==> src/rtl/input_layer_rd_scheduler_if.sv <==
// AR channel of the input-layer fetch master plus the R-channel handshake
// bits the scheduler watches to retire outstanding bursts.
interface input_layer_rd_scheduler_if #(
  parameter int C_S_AXI_ID_WIDTH   = 3,
  parameter int C_S_AXI_ADDR_WIDTH = 32
);
  logic [C_S_AXI_ID_WIDTH-1:0]   arid;
  logic [C_S_AXI_ADDR_WIDTH-1:0] araddr;
  logic [7:0]                    arlen;
  logic [2:0]                    arsize;
  logic [1:0]                    arburst;
  logic                          arvalid;
  logic                          arready;
  logic                          rvalid;
  logic                          rready;
  logic                          rlast;

  modport master (
    output arid, araddr, arlen, arsize, arburst, arvalid,
    input  arready, rvalid, rready, rlast
  );

  modport slave (
    input  arid, araddr, arlen, arsize, arburst, arvalid,
    output arready, rvalid, rready, rlast
  );
endinterface

==> src/rtl/input_layer_rd_scheduler.sv <==
// Walks bursts x rows x layers of the input feature maps, issuing row-strided
// INCR reads on AR with a bounded outstanding count; R is only observed.
module input_layer_rd_scheduler #(
  parameter int C_S_AXI_ID_WIDTH   = 3,
  parameter int C_S_AXI_ADDR_WIDTH = 32,
  parameter int C_S_AXI_DATA_WIDTH = 64,
  parameter int MAX_OUTSTANDING    = 4
) (
  input  logic        clk,
  input  logic        reset_n,
  input  logic        start,
  input  logic [31:0] axi_address,
  input  logic [15:0] allocated_space_per_row,
  input  logic [3:0]  burst_per_row,
  input  logic [7:0]  read_burst_len,
  input  logic [7:0]  no_of_input_layers,
  input  logic [9:0]  input_layer_row_size,
  input  logic        in_layer_ddr3_data_rdy,
  output logic        busy,
  output logic        done,
  output logic        row_fetched,
  input_layer_rd_scheduler_if.master m_axi
);
  localparam int AW         = C_S_AXI_ADDR_WIDTH;
  localparam int BEAT_BYTES = C_S_AXI_DATA_WIDTH / 8;
  localparam int SIZE       = $clog2(BEAT_BYTES);
  localparam int OUT_W      = $clog2(MAX_OUTSTANDING + 1);

  typedef enum logic [2:0] {S_IDLE, S_WAIT_RDY, S_ISSUE, S_DRAIN, S_DONE} state_t;

  typedef struct packed {
    logic [AW-1:0] pitch;
    logic [AW-1:0] stride;
    logic [3:0]    bpr;
    logic [9:0]    rows;
    logic [7:0]    layers;
  } cfg_t;

  state_t           state;
  cfg_t             cfg;
  logic [3:0]       burst_cnt;
  logic [9:0]       row_cnt;
  logic [7:0]       layer_cnt;
  logic [3:0]       comp_cnt;
  logic [OUT_W-1:0] outstanding;
  logic [AW-1:0]    row_base;
  logic [AW-1:0]    burst_off;

  logic             ar_hs, rl_hs;
  logic             burst_wrap, row_wrap, layer_wrap, last_burst, comp_wrap;
  logic [OUT_W-1:0] outstanding_nxt;
  logic             credit_nxt;
  logic [AW-1:0]    row_base_nxt, burst_off_nxt;

  assign m_axi.arid    = '0;
  assign m_axi.arsize  = 3'(SIZE);
  assign m_axi.arburst = 2'b01;

  assign ar_hs = m_axi.arvalid & m_axi.arready;
  // An RLAST with nothing outstanding is stray and must not underflow.
  assign rl_hs = m_axi.rvalid & m_axi.rready & m_axi.rlast & (outstanding != '0);

  assign burst_wrap = (burst_cnt == cfg.bpr - 4'd1);
  assign row_wrap   = (row_cnt   == cfg.rows - 10'd1);
  assign layer_wrap = (layer_cnt == cfg.layers - 8'd1);
  assign last_burst = burst_wrap & row_wrap & layer_wrap;
  assign comp_wrap  = (comp_cnt  == cfg.bpr - 4'd1);

  always_comb begin
    outstanding_nxt = outstanding;
    if (ar_hs && !rl_hs)      outstanding_nxt = outstanding + OUT_W'(1);
    else if (!ar_hs && rl_hs) outstanding_nxt = outstanding - OUT_W'(1);
  end

  assign credit_nxt = (outstanding_nxt < OUT_W'(MAX_OUTSTANDING));

  // Rows are contiguous across layers, so a row wrap is the only place the
  // base moves; within a row only the burst offset advances.
  assign row_base_nxt  = burst_wrap ? row_base + cfg.pitch : row_base;
  assign burst_off_nxt = burst_wrap ? '0 : burst_off + cfg.stride;

  always_ff @(posedge clk) begin
    if (!reset_n) begin
      state         <= S_IDLE;
      cfg           <= '0;
      busy          <= 1'b0;
      done          <= 1'b0;
      row_fetched   <= 1'b0;
      m_axi.arvalid <= 1'b0;
      m_axi.araddr  <= '0;
      m_axi.arlen   <= '0;
      burst_cnt     <= '0;
      row_cnt       <= '0;
      layer_cnt     <= '0;
      comp_cnt      <= '0;
      outstanding   <= '0;
      row_base      <= '0;
      burst_off     <= '0;
    end else begin
      done        <= 1'b0;
      row_fetched <= 1'b0;
      outstanding <= outstanding_nxt;

      if (rl_hs) begin
        if (comp_wrap) begin
          comp_cnt    <= '0;
          row_fetched <= 1'b1;
        end else begin
          comp_cnt <= comp_cnt + 4'd1;
        end
      end

      case (state)
        S_IDLE: begin
          if (start) begin
            cfg.pitch   <= AW'(allocated_space_per_row);
            cfg.stride  <= AW'({1'b0, read_burst_len} + 9'd1) << SIZE;
            cfg.bpr     <= burst_per_row;
            cfg.rows    <= input_layer_row_size;
            cfg.layers  <= no_of_input_layers;
            m_axi.arlen <= read_burst_len;
            row_base    <= AW'(axi_address);
            burst_off   <= '0;
            burst_cnt   <= '0;
            row_cnt     <= '0;
            layer_cnt   <= '0;
            comp_cnt    <= '0;
            outstanding <= '0;
            busy        <= 1'b1;
            if (burst_per_row == '0 || input_layer_row_size == '0 ||
                no_of_input_layers == '0)
              state <= S_DONE;
            else
              state <= S_WAIT_RDY;
          end
        end

        S_WAIT_RDY: begin
          if (in_layer_ddr3_data_rdy) begin
            state         <= S_ISSUE;
            m_axi.arvalid <= 1'b1;
            m_axi.araddr  <= row_base + burst_off;
          end
        end

        S_ISSUE: begin
          if (ar_hs) begin
            burst_cnt <= burst_wrap ? 4'd0 : burst_cnt + 4'd1;
            if (burst_wrap) row_cnt <= row_wrap ? 10'd0 : row_cnt + 10'd1;
            if (burst_wrap && row_wrap) layer_cnt <= layer_wrap ? 8'd0 : layer_cnt + 8'd1;
            row_base     <= row_base_nxt;
            burst_off    <= burst_off_nxt;
            m_axi.araddr <= row_base_nxt + burst_off_nxt;
            if (last_burst) begin
              m_axi.arvalid <= 1'b0;
              state         <= S_DRAIN;
            end else begin
              m_axi.arvalid <= credit_nxt;
            end
          end else if (!m_axi.arvalid) begin
            // A raised arvalid holds until accepted; only re-arm when idle.
            m_axi.arvalid <= credit_nxt;
          end
        end

        S_DRAIN: begin
          if (outstanding_nxt == '0) state <= S_DONE;
        end

        S_DONE: begin
          done  <= 1'b1;
          busy  <= 1'b0;
          state <= S_IDLE;
        end

        default: state <= S_IDLE;
      endcase
    end
  end
endmodule

==> src/flat_wrapper.sv <==
// flat-port wrapper written by rule: the top's interface ports become plain ports
module input_layer_rd_scheduler_flat 
#(
  parameter int C_S_AXI_ID_WIDTH   = 3,
  parameter int C_S_AXI_ADDR_WIDTH = 32,
  parameter int C_S_AXI_DATA_WIDTH = 64,
  parameter int MAX_OUTSTANDING    = 4
)
  (clk, reset_n, start, axi_address, allocated_space_per_row, burst_per_row, read_burst_len, no_of_input_layers, input_layer_row_size, in_layer_ddr3_data_rdy, busy, done, row_fetched, m_axi_arid, m_axi_araddr, m_axi_arlen, m_axi_arsize, m_axi_arburst, m_axi_arvalid, m_axi_arready, m_axi_rvalid, m_axi_rready, m_axi_rlast);
  input_layer_rd_scheduler_if #(.C_S_AXI_ID_WIDTH(C_S_AXI_ID_WIDTH), .C_S_AXI_ADDR_WIDTH(C_S_AXI_ADDR_WIDTH)) m_axi_i ();
  input  logic clk;
  input  logic reset_n;
  input  logic start;
  input  logic [31:0] axi_address;
  input  logic [15:0] allocated_space_per_row;
  input  logic [3:0] burst_per_row;
  input  logic [7:0] read_burst_len;
  input  logic [7:0] no_of_input_layers;
  input  logic [9:0] input_layer_row_size;
  input  logic in_layer_ddr3_data_rdy;
  output logic busy;
  output logic done;
  output logic row_fetched;
  output wire logic [$bits(m_axi_i.arid)-1:0] m_axi_arid;
  output wire logic [$bits(m_axi_i.araddr)-1:0] m_axi_araddr;
  output wire logic [$bits(m_axi_i.arlen)-1:0] m_axi_arlen;
  output wire logic [$bits(m_axi_i.arsize)-1:0] m_axi_arsize;
  output wire logic [$bits(m_axi_i.arburst)-1:0] m_axi_arburst;
  output wire logic [$bits(m_axi_i.arvalid)-1:0] m_axi_arvalid;
  input wire logic [$bits(m_axi_i.arready)-1:0] m_axi_arready;
  input wire logic [$bits(m_axi_i.rvalid)-1:0] m_axi_rvalid;
  input wire logic [$bits(m_axi_i.rready)-1:0] m_axi_rready;
  input wire logic [$bits(m_axi_i.rlast)-1:0] m_axi_rlast;
  assign m_axi_arid = m_axi_i.arid;
  assign m_axi_araddr = m_axi_i.araddr;
  assign m_axi_arlen = m_axi_i.arlen;
  assign m_axi_arsize = m_axi_i.arsize;
  assign m_axi_arburst = m_axi_i.arburst;
  assign m_axi_arvalid = m_axi_i.arvalid;
  assign m_axi_i.arready = m_axi_arready;
  assign m_axi_i.rvalid = m_axi_rvalid;
  assign m_axi_i.rready = m_axi_rready;
  assign m_axi_i.rlast = m_axi_rlast;
  input_layer_rd_scheduler #(.C_S_AXI_ID_WIDTH(C_S_AXI_ID_WIDTH), .C_S_AXI_ADDR_WIDTH(C_S_AXI_ADDR_WIDTH), .C_S_AXI_DATA_WIDTH(C_S_AXI_DATA_WIDTH), .MAX_OUTSTANDING(MAX_OUTSTANDING)) u_core (.clk(clk), .reset_n(reset_n), .start(start), .axi_address(axi_address), .allocated_space_per_row(allocated_space_per_row), .burst_per_row(burst_per_row), .read_burst_len(read_burst_len), .no_of_input_layers(no_of_input_layers), .input_layer_row_size(input_layer_row_size), .in_layer_ddr3_data_rdy(in_layer_ddr3_data_rdy), .busy(busy), .done(done), .row_fetched(row_fetched), .m_axi(m_axi_i));
endmodule
==> config.mk <==
export PLATFORM = sky130hd
export DESIGN_NAME = input_layer_rd_scheduler_flat
export DESIGN_NICKNAME = d
export VERILOG_FILES = /design/src/rtl/input_layer_rd_scheduler_if.sv /design/src/rtl/input_layer_rd_scheduler.sv /design/src/flat_wrapper.sv
export SDC_FILE = /design/constraint.sdc
export NUM_CORES = 1
export LEC_CHECK = 0
export BUFFER_PORTS_ARGS = -buffer_cell sky130_fd_sc_hd__clkbuf_2
export CORE_MARGIN = 2
export CORE_UTILIZATION = 60
export DETAILED_ROUTE_END_ITERATION = 7
export HOLD_SLACK_MARGIN = 0.02
export PLACE_DENSITY = 0.81
export REMOVE_ABC_BUFFERS = 1
export SLEW_MARGIN = 20
export SYNTH_ARGS = -nofsm -noshare
export SYNTH_HDL_FRONTEND = slang
export SYNTH_SLANG_ARGS = --single-unit
==> constraint.sdc <==
create_clock -name clk -period 5.15 [get_ports clk]
set_input_delay 0.515 -clock clk [delete_from_list [all_inputs] [get_ports clk]]
set_output_delay 0.515 -clock clk [all_outputs]
set_load 0.005 [all_outputs]
==> metrics.log, run 1 <==
INFO  metric synth_area_per_cell = 7.58 um2
INFO  metric setup.worst_path.start_class = flop
INFO  metric gr-total-overflow = 0
INFO  metric netlist_area = 0.0138 mm2
INFO  metric wire_length_of_the_first_global_routing_pass = 66,400 um
INFO  metric yosysSeqAreaShare = 27.2%
INFO  metric unrepaired_setup_endpoints_after_global_routing = yes
INFO  metric whs = 0.273 ns
INFO  metric grt_start_max_net_pins = 88
INFO  metric via_per_inst = 6.37
INFO  metric run_status = finished, final reports clean
INFO  metric tritoncts_clock_tree = yes
INFO  metric maxCapViolCount = 0
INFO  metric port_buffers = 129
INFO  metric dpl_cell_area = 0.0146 mm2
INFO  metric synthMostInstantiatedCell = sky130_fd_sc_hd__nand2_1
INFO  metric synth.ff_latch_count = 187
INFO  metric netlist_top_cells_count = sky130_fd_sc_hd__nand2_1 (255), sky130_fd_sc_hd__dfxtp_1 (187), sky130_fd_sc_hd__nor2_1 (183)
INFO  metric wl_per_cell = 18.9 um
INFO  metric initial_antenna_violation_count = 1
INFO  metric final_period_minus_worst_setup_slack = 4.96 ns
INFO  metric clk_pin_slew_worst_paths = 0.08 ns
INFO  metric slew_viol_final = 0
INFO  metric holdCritPathClass = primary input to flop
INFO  metric finish.utilization = 67.7%
INFO  metric worst-slew-pin-transition = 1.00 ns
INFO  metric die_height = 155 um
INFO  metric ioPinCount = 138
INFO  metric ir_drop = 198 uV
INFO  metric via_count_of_the_first_global_routing_pass = 12.7k
INFO  metric switchingPower = 0.00222 W
INFO  metric core_area = 0.0226 mm2
INFO  metric power.density = 355 mW/mm2
INFO  metric period_share = 96.4%
INFO  metric endpoint_kind = flop
INFO  metric ctsHtreeMaxLevel = 4
INFO  metric grt_usage = 33.9%
INFO  metric first_iter_violations = 1,408
INFO  metric async_flop_share = 0%
INFO  metric power_frac_clock = 26.0%
INFO  metric internal-power = 0.00320 W
INFO  metric worst-endpoint-required = 5.47 ns
INFO  metric synth_top_cell_area_share = 27.2%
INFO  metric yosys_most_used_dff = sky130_fd_sc_hd__dfxtp_1
INFO  metric synth.top_cells.by_area = sky130_fd_sc_hd__dfxtp_1 (27%), sky130_fd_sc_hd__ha_1 (8.9%), sky130_fd_sc_hd__nand2_1 (7.0%)
INFO  metric critical_path_arrival = 5.29 ns
INFO  metric dp_hpwl = 30,100 um
INFO  metric final-hold-violation-count = 0
INFO  metric cts_buf_count = 17
INFO  metric insertion_delay = 0.45 ns
INFO  metric drt_pass1_iterations = 6
INFO  metric vias = 14.0k
INFO  metric power.share.combinational = 38.6%
INFO  metric crit_fanout = 5
INFO  metric weighted_congestion_at_the_end_of_routability_driven_global_placement = 0.966
INFO  metric number_of_enable_flip_flop_cells_after_synthesis = 0
INFO  metric timing.clock.skew = 0.0125 ns
INFO  metric p_leak = 6.65 nW
INFO  metric die_width = 155 um
INFO  metric timing.final.setup_violations = 0
INFO  metric synth_top_cell_by_area = sky130_fd_sc_hd__dfxtp_1
INFO  metric drt_wl_total = 41,600 um
INFO  metric worst_slew_margin_rel = 33.0%
INFO  metric power_frac_seq = 35.4%
INFO  metric postSynthCellCount = 1,815
INFO  metric route.detailed.drc = 0
INFO  metric layout.nets = 2,085
INFO  metric yosys_warnings = 0
INFO  metric floorplan.die_area = 0.0241 mm2
INFO  metric clock_tree_buffer_depth = 2
INFO  metric initial_cell_density_of_the_core = 60.9%
INFO  metric cts_sink_count = 187
INFO  metric growth_of_design_area_from_synthesis_to_finish = 11.1%
INFO  metric p_sw_share = 41.0%
INFO  metric max_freq = 201 MHz
INFO  metric synth.distinct_cells = 79
INFO  metric final_area = 0.0153 mm2
INFO  metric timing_worst_setup_path_type = flop to flop
INFO  metric ctsRootBufferMaster = sky130_fd_sc_hd__clkbuf_16
INFO  metric final_layout_size_suffix_gt1_share = 12.0%
INFO  metric site_row_count = 55
INFO  metric drt.antenna.violating_nets = 0
-- final timing paths --
path / slack [ns] / startpoint / cells after the start / end
setup / recovery: 0.19 / u_core.row_base[6] / 20 / u_core.m_axi.araddr[28]
hold / removal: 0.27 / allocated_space_per_row[5] / 3 / u_core.cfg[59]
setup reg to reg: 0.19 / u_core.row_base[6] / 20 / u_core.m_axi.araddr[28]
hold reg to reg: 0.46 / u_core.m_axi.arlen[7] / 2 / u_core.m_axi.arlen[7]
-- power by group through the flow --
stage	Combinational (W)	Sequential (W)	Clock [W]
2_1_floorplan	0.00141	0.00188	0
4_1_cts	0.00205	0.00191	0.00142
3_5_place_dp	0.00203	0.00194	0
6_report	0.00210	0.00192	0.00141
5_1_grt	0.00231	0.00194	0.00147
3_3_place_gp	0.00199	0.00193	0
-- cell type report --
cell class	count	area [um2]
fill	1956	7290
clock inverter	14	184
inverter	37	141
tap	285	357
sequential	187	3740
clock buffer	18	439
timing repair buffer	159	871
multi-input combinational	1495	9550
antenna	1	2.50
-- metal layers --
layer  wire [um]  part of all wire (%)  global-route usage (%)  vias to the layer above
met3        3760                   9.0                    6.18                      105
met2       18900                    45                    55.0                      696
met1       17800                    43                    46.1                     6512
li1            -                     -                       -                     6679
met4        1200                   2.9                    10.3                        0
met5           0                     0                       0                        -
-- stage by stage --
stage	worst slack [ns]	TNS, ns	std cells	total power [W]
4_1_cts	0.150	0	2193	0.00538
6_report	0.185	0	2196	0.00542
2_1_floorplan	0.327	0	1719	0.00329
3_5_place_dp	0.165	0	2161	0.00397
5_1_grt	-0.00774	-0.00774	2195	0.00573
3_3_place_gp	0.239	0	2161	0.00392
-- logic make-up after synthesis --
group	Yosys count	share of synthesized area [%]
buf+inv	139	4.05
flops	187	27.2
fa+ha+maj	102	9.50
simple gates	685	23.1
mux	12	0.901
other cells	2	0.0546
compound gates	532	25.0
xor+xnor	156	10.1
-- critical path, cell delays in order, from the launching register on --
cell and delay (ns):
sky130_fd_sc_hd__dfxtp_1 0.34, sky130_fd_sc_hd__ha_1 0.39, sky130_fd_sc_hd__a2111oi_1 0.47, sky130_fd_sc_hd__o21a_1 0.24
sky130_fd_sc_hd__nor4_1 0.08, sky130_fd_sc_hd__o31ai_1 0.26, sky130_fd_sc_hd__buf_4 0.18, sky130_fd_sc_hd__nand2b_1 0.08
sky130_fd_sc_hd__a21o_1 0.27, sky130_fd_sc_hd__nand4_1 0.18, sky130_fd_sc_hd__xnor2_1 0.14, sky130_fd_sc_hd__ha_1 0.30
sky130_fd_sc_hd__a21o_1 0.21, sky130_fd_sc_hd__a21o_1 0.19, sky130_fd_sc_hd__a21o_1 0.19, sky130_fd_sc_hd__a21o_1 0.18
sky130_fd_sc_hd__a211oi_1 0.26, sky130_fd_sc_hd__nor2_1 0.09, sky130_fd_sc_hd__or4_1 0.48, sky130_fd_sc_hd__a32oi_1 0.20
sky130_fd_sc_hd__o22ai_1 0.10
-- what timing repair did --
action / 4_1_cts / 5_1_grt
setup buffers: 0 / 2
endpoints found under the setup margin: 0 / 10
resized for setup: 0 / 11
hold buffers: 0 / 0
-- registers in the layout, summed over array words and instances, names as in the netlist --
| signal | count |
|---|---|
| u_core.done | 1 |
| u_core.comp_cnt | 4 |
| u_core.m_axi.araddr | 32 |
| u_core.m_axi.arlen | 8 |
| u_core.outstanding | 3 |
| u_core.m_axi.arvalid | 1 |
| u_core.busy | 1 |
| u_core.burst_off | 32 |
| u_core.state | 3 |
| u_core.row_cnt | 10 |
| u_core.burst_cnt | 4 |
| u_core.layer_cnt | 8 |
| u_core.row_base | 32 |
| u_core.row_fetched | 1 |
| u_core.cfg | 47 |
-- cell usage in the layout (no fill, tap or decap), drive strengths merged, types with 29 or more instances in the layout --
master	n
xnor2	87
a21o	41
o21ai	103
ha	98
nor2	183
nand2	255
clkbuf	147
buf	30
xor2	68
and3	30
a31oi	29
dfxtp	187
a21oi	162
inv	45
nand3	58
a211oi	30
(Power assumes the default switching activity.)
==> run 2, diff against run 1 <==
Settings changed: CTS_BUF_LIST set to sky130_fd_sc_hd__clkbuf_16.
==> metrics.log, run 2 (synthesis results as in run 1) <==
INFO  metric run_status = finished, final reports clean
INFO  metric drt.antenna.violating_nets = 0
INFO  metric layout.nets = 2,085
INFO  metric ioPinCount = 138
INFO  metric initial_antenna_violation_count = 0
INFO  metric final-hold-violation-count = 0
INFO  metric site_row_count = 55
INFO  metric die_width = 155 um
INFO  metric worst_setup_path_startpoint = u_core.row_base[9]
INFO  metric holdCritPathClass = primary input to flop
INFO  metric unrepaired_setup_endpoints_after_global_routing = yes
INFO  metric final_cell_mix = sky130_fd_sc_hd__nand2_1 (255), sky130_fd_sc_hd__dfxtp_1 (187), sky130_fd_sc_hd__nor2_1 (180), sky130_fd_sc_hd__a21oi_1 (160), sky130_fd_sc_hd__clkbuf_2 (129)
INFO  metric worst_slew_margin_rel = 31.7%
INFO  metric place_worst_setup_slack = 0.165 ns
INFO  metric die_height = 155 um
INFO  metric grt_start_max_net_pins = 88
INFO  metric timing.final.setup_violations = 0
INFO  metric largest_reg_flops = 47
INFO  metric wire_length_on_met1 = 17,900 um
INFO  metric tritoncts_clock_tree = yes
INFO  metric core_area = 0.0226 mm2
INFO  metric crit_fanout = 5
INFO  metric clock_tree_buffer_depth = 2
INFO  metric via_per_inst = 6.38
INFO  metric via_count_of_the_first_global_routing_pass = 12.7k
INFO  metric dpl_cell_area = 0.0146 mm2
INFO  metric setup.worst_path.start_class = flop
INFO  metric gr-total-overflow = 0
INFO  metric clk_pin_slew_worst_paths = 0.08 ns
INFO  metric final_critical_path_setup_slack = 0.167 ns
INFO  metric wl_per_cell = 18.9 um
INFO  metric maxCapViolCount = 0
INFO  metric slew_viol_final = 0
INFO  metric ir_drop = 186 uV
INFO  metric crit_chain = ha_1, and3_1, nand2_1, nor4_1, o31ai_1, buf_4, nand2b_1, a21o_1, nand4_1, xnor2_1, ha_1, a21o_1, a21o_1, a21o_1, a21o_1, a211oi_1, nor2_1, or4_1, a32oi_1, o22ai_1
INFO  metric initial_cell_density_of_the_core = 60.9%
INFO  metric floorplan.die_area = 0.0241 mm2
INFO  metric final_layout_size_suffix_gt1_share = 11.9%
INFO  metric growth_of_design_area_from_synthesis_to_finish = 11.0%
INFO  metric timing.hold.worst.start = allocated_space_per_row[5]
INFO  metric worst-slew-pin-transition = 1.02 ns
INFO  metric routed.top_layer = met4
INFO  metric wl_met3 = 3680 um
INFO  metric drt_wl_total = 41,600 um
INFO  metric route.detailed.drc = 0
INFO  metric cts_buf_count = 17
INFO  metric first_iter_violations = 1,518
INFO  metric ctsHtreeMaxLevel = 4
INFO  metric finish.utilization = 67.7%
INFO  metric period_share = 96.8%
INFO  metric ctsRootBufferMaster = sky130_fd_sc_hd__clkbuf_16
INFO  metric ctsHoldBuffers = 0
INFO  metric layout.cells.most_common = sky130_fd_sc_hd__nand2_1
INFO  metric timing.clock.skew = 0.0136 ns
INFO  metric port_buffers = 129
INFO  metric wire_length_of_the_first_global_routing_pass = 66,200 um
INFO  metric antenna_cells_inserted = 0
INFO  metric grt_usage = 33.9%
INFO  metric registers.top_by_ff_count = u_core.cfg
INFO  metric drt_pass1_iterations = 7
INFO  metric cts_sink_count = 187
INFO  metric weighted_congestion_at_the_end_of_routability_driven_global_placement = 0.966
INFO  metric insertion_delay = 0.45 ns
INFO  metric max_stage_delay = 0.48 ns
INFO  metric path_common_cell = sky130_fd_sc_hd__a21o_1
INFO  metric timing_worst_setup_path_type = flop to flop
INFO  metric endpoint_kind = flop
INFO  metric final_period_minus_worst_setup_slack = 4.98 ns
INFO  metric p_leak = 6.65 nW
INFO  metric worst-endpoint-required = 5.47 ns
INFO  metric critical_path_arrival = 5.31 ns
INFO  metric r2r-start = u_core.row_base[9]
INFO  metric power.density = 354 mW/mm2
INFO  metric met2WireLength = 18,800 um
INFO  metric final_area = 0.0153 mm2
INFO  metric crit_path_top_delay_cell = sky130_fd_sc_hd__or4_1
INFO  metric dp_hpwl = 30,100 um
INFO  metric vias = 14.0k
INFO  metric max_freq = 201 MHz
run 2: routing by layer:
metal	track usage, %	up-vias
met5	0	-
met4	10.3	0
met3	6.18	98
met2	54.8	702
met1	46.0	6536
li1	-	6675
run 2: power breakdown:
part	switching (W)	internal, W	total, W
Sequential	0.000241	0.00168	0.00192
Combinational	0.00129	0.000802	0.00210
Clock	0.000686	0.000704	0.00139
run 2: repair_timing:
action | in CTS | in global routing
endpoints found under the hold margin | 0 | 0
gates resized for setup | 0 | 11
setup buffers | 0 | 2
endpoints found under the setup margin | 0 | 10
run 2: final timing paths:
kind / endpoint / slack (ns) / depth (start not counted)
setup / recovery: u_core.m_axi.araddr[28] / 0.17 / 20
hold / removal: u_core.cfg[59] / 0.27 / 3
setup reg to reg: u_core.m_axi.araddr[28] / 0.17 / 20
hold reg to reg: u_core.m_axi.araddr[21] / 0.46 / 2
run 2: layout make-up:
type	count	area, um2
repair buffers	159	871
multi-input cells	1495	9550
well taps	285	357
fillers	1956	7300
clock buffers	17	425
inverters	37	141
flip-flops and latches	187	3740
clock inverters	15	188
run 2: per-stage QoR:
step | setup TNS, ns | total power [W] | std cells | hold slack, ns
after global placement | 0 | 0.00392 | 2161 | 0.442
after global routing | -0.00774 | 0.00571 | 2195 | 0.269
final | 0 | 0.00540 | 2195 | 0.275
after detailed placement | 0 | 0.00397 | 2161 | 0.449
after CTS | 0 | 0.00537 | 2193 | 0.264
after floorplan | 0 | 0.00329 | 1719 | 0.440
run 2: worst max-delay path, delay by kind of cell, from the launching register on:
| kind | cells | cell delay (ns) |
|---|---|---|
| buffers and inverters | 1 | 0.16 |
| xor gates and xnor gates | 1 | 0.18 |
| AOI/OAI and AO/OA | 9 | 1.72 |
| adders and majority gates | 2 | 0.77 |
| and+or+nand+nor | 7 | 1.63 |
| DFF | 1 | 0.39 |
